$ cat config.mk
export PLATFORM = sky130hd
export DESIGN_NAME = frame_gen
export DESIGN_NICKNAME = d
export VERILOG_FILES = /design/src/rtl/frame_pkg.sv /design/src/rtl/prbs_lfsr.sv /design/src/rtl/frame_gen.sv
export SDC_FILE = /design/constraint.sdc
export NUM_CORES = 1
export LEC_CHECK = 0
export BUFFER_PORTS_ARGS = -buffer_cell sky130_fd_sc_hd__buf_4
export CAP_MARGIN = 20
export CORE_UTILIZATION = 30
export CTS_CLUSTER_DIAMETER = 40
export DETAILED_ROUTE_END_ITERATION = 10
export GPL_TIMING_DRIVEN = 0
export HOLD_SLACK_MARGIN = 0.15
export PLACE_DENSITY_LB_ADDON = 0.1
export SYNTH_ARGS = -nofsm -noshare
export SYNTH_HDL_FRONTEND = slang
export SYNTH_SLANG_ARGS = --single-unit
$ cat constraint.sdc
create_clock -name clk -period 2.55 [get_ports clk]
set_clock_uncertainty 0.1 [all_clocks]
set_input_delay 0.51 -clock clk [delete_from_list [all_inputs] [get_ports clk]]
set_output_delay 0.51 -clock clk [all_outputs]
set_load 0.005 [all_outputs]
$ cat src/rtl/frame_pkg.sv
// Shared definitions for the frame generator: FSM state encoding and the
// default framing words used when the top-level parameters are left alone.
package frame_pkg;

    typedef enum logic [2:0] {
        ST_IDLE    = 3'd0,
        ST_COMMA   = 3'd1,
        ST_HEAD    = 3'd2,
        ST_PAYLOAD = 3'd3,
        ST_TAIL    = 3'd4,
        ST_GAP     = 3'd5
    } frame_state_e;

    localparam logic [15:0] COMMA_WORD_DEF = 16'h017C;
    localparam logic [15:0] HEAD_WORD_DEF  = 16'h5555;
    localparam logic [15:0] TAIL_WORD_DEF  = 16'hAAAA;

    function automatic logic is_beat_state(input frame_state_e s);
        return (s == ST_COMMA) || (s == ST_HEAD) || (s == ST_PAYLOAD) || (s == ST_TAIL);
    endfunction

endpackage

$ cat src/rtl/prbs_lfsr.sv
// Fibonacci PRBS generator producing NBITS fresh bits per step; the first
// generated bit of a step lands in the MSB of data_out.
module prbs_lfsr #(
    parameter int POLY_LEN    = 9,
    parameter int POLY_TAP    = 5,
    parameter int INV_PATTERN = 1,
    parameter int NBITS       = 16
) (
    input  logic             clk,
    input  logic             rst,
    input  logic             seed_load,
    input  logic             en,
    output logic [NBITS-1:0] data_out
);

    logic [POLY_LEN-1:0] lfsr_q;
    logic [POLY_LEN-1:0] lfsr_d;
    logic [NBITS-1:0]    word_s;

    function automatic logic [POLY_LEN+NBITS-1:0] lfsr_steps(input logic [POLY_LEN-1:0] state);
        logic [POLY_LEN-1:0] s;
        logic [NBITS-1:0]    w;
        logic                fb;
        s  = state;
        w  = '0;
        fb = 1'b0;
        for (int i = 0; i < NBITS; i++) begin
            fb = s[POLY_LEN-1] ^ s[POLY_TAP-1];
            w  = {w[NBITS-2:0], fb};
            s  = {s[POLY_LEN-2:0], fb};
        end
        return {s, w};
    endfunction

    // The current word and the post-step state come from the same unrolled shift.
    always_comb begin
        {lfsr_d, word_s} = lfsr_steps(lfsr_q);
    end

    // LFSR register: reseeded to all-ones, advanced one word per enabled cycle.
    always_ff @(posedge clk) begin
        if (rst || seed_load) begin
            lfsr_q <= '1;
        end else if (en) begin
            lfsr_q <= lfsr_d;
        end else begin
            lfsr_q <= lfsr_q;
        end
    end

    assign data_out = (INV_PATTERN != 0) ? ~word_s : word_s;

endmodule

$ cat src/rtl/frame_gen.sv
// Framed test-pattern source: comma, header, PRBS payload and tail beats over a
// valid/ready link, with an idle gap between frames and a back-to-back mode.
module frame_gen
    import frame_pkg::*;
#(
    parameter int          DATA_W      = 16,
    parameter int          PAYLOAD_MAX = 32,
    parameter int          POLY_LEN    = 9,
    parameter int          POLY_TAP    = 5,
    parameter int          INV_PATTERN = 1,
    parameter int          GAP_CYCLES  = 4,
    parameter logic [15:0] COMMA_WORD  = COMMA_WORD_DEF,
    parameter logic [15:0] HEAD_WORD   = HEAD_WORD_DEF,
    parameter logic [15:0] TAIL_WORD   = TAIL_WORD_DEF
) (
    input  logic                               clk,
    input  logic                               rst,
    input  logic                               start,
    input  logic                               continuous,
    input  logic [$clog2(PAYLOAD_MAX+1)-1:0]   payload_len,
    output logic                               tx_valid,
    input  logic                               tx_ready,
    output logic [DATA_W-1:0]                  tx_data,
    output logic                               tx_sof,
    output logic                               tx_eof,
    output logic                               busy,
    output logic [15:0]                        frame_cnt,
    output logic                               len_err
);

    localparam int                LW       = $clog2(PAYLOAD_MAX + 1);
    localparam int                GW       = (GAP_CYCLES > 1) ? $clog2(GAP_CYCLES) : 1;
    localparam logic [GW-1:0]     GAP_LAST = GW'((GAP_CYCLES > 0) ? GAP_CYCLES - 1 : 0);
    localparam logic [LW-1:0]     LEN_MAX  = LW'(PAYLOAD_MAX);
    localparam logic [DATA_W-1:0] COMMA_W  = DATA_W'(COMMA_WORD);
    localparam logic [DATA_W-1:0] HEAD_W   = DATA_W'(HEAD_WORD);
    localparam logic [DATA_W-1:0] TAIL_W   = DATA_W'(TAIL_WORD);

    frame_state_e      state_q, state_d;
    logic [LW-1:0]     len_q, len_d;
    logic [LW-1:0]     pay_cnt_q, pay_cnt_d;
    logic [GW-1:0]     gap_cnt_q, gap_cnt_d;
    logic [15:0]       frame_cnt_q, frame_cnt_d;
    logic              len_err_q, len_err_d;

    logic              accept_s;
    logic              launch_s;
    logic              seed_s;
    logic              lfsr_en_s;
    logic              valid_s;
    logic              sof_s;
    logic              eof_s;
    logic [DATA_W-1:0] data_s;
    logic [DATA_W-1:0] prbs_word_s;

    prbs_lfsr #(
        .POLY_LEN    (POLY_LEN),
        .POLY_TAP    (POLY_TAP),
        .INV_PATTERN (INV_PATTERN),
        .NBITS       (DATA_W)
    ) u_prbs (
        .clk       (clk),
        .rst       (rst),
        .seed_load (seed_s),
        .en        (lfsr_en_s),
        .data_out  (prbs_word_s)
    );

    assign accept_s = valid_s & tx_ready;

    // Next-state logic; every launch path funnels through launch_s so the
    // length latch, clamp and reseed happen identically from IDLE, GAP or TAIL.
    always_comb begin
        state_d     = state_q;
        len_d       = len_q;
        pay_cnt_d   = pay_cnt_q;
        gap_cnt_d   = gap_cnt_q;
        frame_cnt_d = frame_cnt_q;
        len_err_d   = 1'b0;
        launch_s    = 1'b0;
        seed_s      = 1'b0;
        lfsr_en_s   = 1'b0;
        case (state_q)
            ST_IDLE: begin
                if (start || continuous) begin
                    launch_s = 1'b1;
                end else begin
                    state_d = ST_IDLE;
                end
            end
            ST_COMMA: begin
                if (accept_s) begin
                    state_d = ST_HEAD;
                end else begin
                    state_d = ST_COMMA;
                end
            end
            ST_HEAD: begin
                if (accept_s) begin
                    pay_cnt_d = '0;
                    state_d   = (len_q != '0) ? ST_PAYLOAD : ST_TAIL;
                end else begin
                    state_d = ST_HEAD;
                end
            end
            ST_PAYLOAD: begin
                if (accept_s) begin
                    lfsr_en_s = 1'b1;
                    if (pay_cnt_q == (len_q - LW'(1))) begin
                        state_d = ST_TAIL;
                    end else begin
                        pay_cnt_d = pay_cnt_q + LW'(1);
                    end
                end else begin
                    state_d = ST_PAYLOAD;
                end
            end
            ST_TAIL: begin
                if (accept_s) begin
                    frame_cnt_d = frame_cnt_q + 16'd1;
                    if (GAP_CYCLES > 0) begin
                        state_d   = ST_GAP;
                        gap_cnt_d = '0;
                    end else if (continuous) begin
                        launch_s = 1'b1;
                    end else begin
                        state_d = ST_IDLE;
                    end
                end else begin
                    state_d = ST_TAIL;
                end
            end
            ST_GAP: begin
                if (gap_cnt_q == GAP_LAST) begin
                    if (continuous) begin
                        launch_s = 1'b1;
                    end else begin
                        state_d = ST_IDLE;
                    end
                end else begin
                    gap_cnt_d = gap_cnt_q + GW'(1);
                end
            end
            default: begin
                state_d = ST_IDLE;
            end
        endcase
        if (launch_s) begin
            state_d   = ST_COMMA;
            seed_s    = 1'b1;
            len_err_d = (payload_len > LEN_MAX);
            len_d     = (payload_len > LEN_MAX) ? LEN_MAX : payload_len;
        end else begin
            seed_s = 1'b0;
        end
    end

    // Beat decode from the state register only, so nothing moves during a stall.
    always_comb begin
        valid_s = is_beat_state(state_q);
        sof_s   = 1'b0;
        eof_s   = 1'b0;
        data_s  = '0;
        case (state_q)
            ST_COMMA: begin
                sof_s  = 1'b1;
                data_s = COMMA_W;
            end
            ST_HEAD:    data_s = HEAD_W;
            ST_PAYLOAD: data_s = prbs_word_s;
            ST_TAIL: begin
                eof_s  = 1'b1;
                data_s = TAIL_W;
            end
            default: begin
                data_s = '0;
            end
        endcase
    end

    // State and counters; rst aborts any frame in flight.
    always_ff @(posedge clk) begin
        if (rst) begin
            state_q     <= ST_IDLE;
            len_q       <= '0;
            pay_cnt_q   <= '0;
            gap_cnt_q   <= '0;
            frame_cnt_q <= 16'd0;
            len_err_q   <= 1'b0;
        end else begin
            state_q     <= state_d;
            len_q       <= len_d;
            pay_cnt_q   <= pay_cnt_d;
            gap_cnt_q   <= gap_cnt_d;
            frame_cnt_q <= frame_cnt_d;
            len_err_q   <= len_err_d;
        end
    end

    assign tx_valid  = valid_s;
    assign tx_data   = data_s;
    assign tx_sof    = sof_s;
    assign tx_eof    = eof_s;
    assign busy      = (state_q != ST_IDLE);
    assign frame_cnt = frame_cnt_q;
    assign len_err   = len_err_q;

endmodule

==> results.json <==
{
  "start_kind": "register",
  "drv_slew": 0,
  "io_pins": 48,
  "fin_cells": 447,
  "yosys_warnings": 0,
  "dp_slack_ns": -0.0654,
  "syn_area_mm2": 0.00239,
  "cp.required_ns": 1.94,
  "fp.dieH_um": 91.3,
  "synth_top_family_by_area": "simple AND/OR/NAND/NOR gates",
  "hold_class": "input port to register",
  "worst_r2r_startpoint": "len_q[2]",
  "root_buffer": "clkbuf_8",
  "wire_per_inst_um": 13.9,
  "grt.total_usage": 0.155,
  "htreeDepth": 2,
  "ir_drop_mv": 0.213,
  "core_area_mm2": 0.00773,
  "ys.flop_type": "dfxtp_1",
  "synthSimpleGateAreaFrac": 0.247,
  "endpoint_kind": "output pin",
  "startpoint": "state_q[1]",
  "gr-total-overflow": 0,
  "cp_max_fo": 10,
  "crit_type": "register to output pin",
  "p_leak_nw": 1.21,
  "finalPower_mw": 1.30,
  "drtIter0Drc": 73,
  "seq_area_frac_synth": 0.360,
  "final-setup-viol-count": 0,
  "firstDrtPassIters": 4,
  "antenna_left": 0,
  "grt_max_degree": 13,
  "placed_cells": 440,
  "setup_ws_ns": 0.173,
  "place_congestion": 0.766,
  "fp.dieArea_mm2": 0.00834,
  "synth_xor_area_frac": 0.135,
  "synthArstFlopShare": 0,
  "drive_gt1_frac": 0.206,
  "antenna_found_initial": 0,
  "route.detailed.drc": 0,
  "max_cap_viol_count": 0,
  "crit_path_max_incr_delay_ns": 0.57,
  "initial_core_util": 0.310,
  "fmax_mhz": 421,
  "relSlewSlack": 0.577,
  "cts.path.max_buffers": 2,
  "cts_setup_buffers": 0,
  "synth-seq-cells": 43,
  "grt_pass1_wl_um": 10300,
  "synth_nets": 307,
  "postSynthCellCount": 292,
  "finish.utilization": 0.382,
  "powerDensity_mw_per_mm2": 442,
  "cpMaxStageDelayCell": "dfxtp_1",
  "hold_viol_final": 0,
  "tightest_slew_ns": 0.635,
  "path_cells": "nand2_1, or2_2, o21ai_0, buf_4",
  "viasPerCell": 4.99,
  "finalCritPeriodShare": 0.932,
  "synth-compound-area-share": 0.187,
  "synth_edf_count": 0,
  "critPathBufInv": 1,
  "die_x_um": 91.3,
  "rsz0062_at_grt": "yes",
  "n_antenna_cell": 0,
  "clk_pin_slew_ns": 0.08,
  "outcome": "complete, no violations",
  "totalWireLength_um": 6220,
  "io_buffers": 46,
  "synth_cell_types": 48,
  "cp_data_arrival_time_ns": 1.77,
  "synth_fa_ha_area_frac": 0.0209,
  "syn_avg_cell_area_um2": 8.19,
  "synthMuxAreaShare": 0.00837,
  "fin_crit_ns": 2.38,
  "cts_buffers": 5,
  "fin_nets": 359,
  "cts_tree": "done",
  "syn2layout_area_growth_pct": 23.3,
  "numClockSinks": 43,
  "clk_latency_ns": 0.29,
  "path_delay_family": "simple AND/OR/NAND/NOR gates",
  "vias": 2229,
  "rows": 32,
  "worstHoldStart": "payload_len[3]",
  "hpwl_um": 4630,
  "grt_pass1_vias": 2121
}
[metrics by stage]
stage / setup TNS [ns] / hold slack (ns) / cell area [µm²]
finish: 0 / 0.329 / 2950
global route: -0.00260 / 0.327 / 2950
CTS: 0 / 0.322 / 2950
detailed placement: -0.150 / 0.370 / 2870
global placement: -0.175 / 0.364 / 2870
floorplan: 0 / 0.352 / 2390
[worst paths after layout]
path / endpoint / slack (ns) / depth (start not counted)
worst max-delay path: tx_data[11] / 0.17 / 4
worst min-delay path: len_q[3] / 0.33 / 2
worst max register to register: pay_cnt_q[2] / 0.17 / 6
worst min register to register: gap_cnt_q[1] / 0.38 / 2
[cell type report]
cell class                 count  area (µm²)
fill                         821        4780
multi-input combinational    229        1440
sequential                    43         861
timing repair buffer          46         345
tap                          102         128
clock buffer                   7        76.3
buffer                        11        65.1
inverter                       8        30.0
clock inverter                 1        5.00
[routing by layer]
metal | share of wire | vias to the layer above | GRT usage | wire [µm]
met5 | 0 | - | 0 | 0
met4 | 0.0072 | 0 | 0.0357 | 45
met3 | 0.039 | 5 | 0.0293 | 244
met2 | 0.46 | 48 | 0.256 | 2880
met1 | 0.49 | 1050 | 0.208 | 3050
li1 | - | 1126 | - | -
[what timing repair did]
action,4_1_cts,5_1_grt
hold buffers,0,0
pin swaps,0,1
resized for setup,1,2
setup endpoints to repair,12,11
[cells in the mapped netlist, drive strengths merged, types with 4 or more instances]
cell,n,share of area
dfxtp,43,0.36
nor2,38,0.060
nand2,37,0.059
xnor2,19,0.070
xor2,18,0.066
a21oi,14,0.031
o21ai,13,0.027
nand3,11,0.023
clkbuf,10,0.024
o211ai,9,0.030
inv,8,0.013
nand4,8,0.021
a31oi,7,0.018
or3,7,0.022
a22o,6,0.022
nor3,6,0.013
ha,4,0.021
or2,4,0.010
[cells by family (layout without fill, tap and decap cells)]
group / Yosys count / after routing
muxes: 2 / 2
xor gates and xnor gates: 37 / 37
adders and majority gates: 4 / 4
buffers and inverters: 20 / 73
and+or+nand+nor: 123 / 123
DFF: 43 / 43
AOI/OAI and AO/OA: 63 / 63
[where the power goes]
group	internal, mW	switching, mW	total (mW)	leakage (nW)
logic	0.0844	0.100	0.185	0.816
clock network	0.193	0.236	0.428	0.0422
registers	0.680	0.00984	0.690	0.348
total	0.957	0.346	1.30	1.21
[registers in the layout (all words and copies together) (netlist names)]
signal / count
gap_cnt_q: 2
len_q: 6
pay_cnt_q: 6
len_err: 1
state_q: 3
frame_cnt: 16
u_prbs.lfsr_q: 9
[cell usage in the layout, fill, tap and decap left out, types with 2 or more instances in the layout]
master / n
nor4b_1: 2
a22o_1: 5
nor3_1: 5
o211ai_1: 8
or3_4: 2
nand4_1: 8
nand2b_1: 3
o21ai_0: 11
and3_1: 2
dfxtp_1: 43
buf_4: 47
a31oi_1: 7
a21oi_1: 13
mux2i_1: 2
inv_1: 8
clkbuf_1: 9
ha_1: 4
o21ai_1: 2
clkbuf_8: 7
nand2_1: 36
or2_2: 4
nor2_1: 37
and4_1: 2
xor2_1: 18
a21o_1: 2
or3_1: 5
xnor2_1: 19
nand3_1: 11
Note: power is estimated with default switching activity, not from simulation.
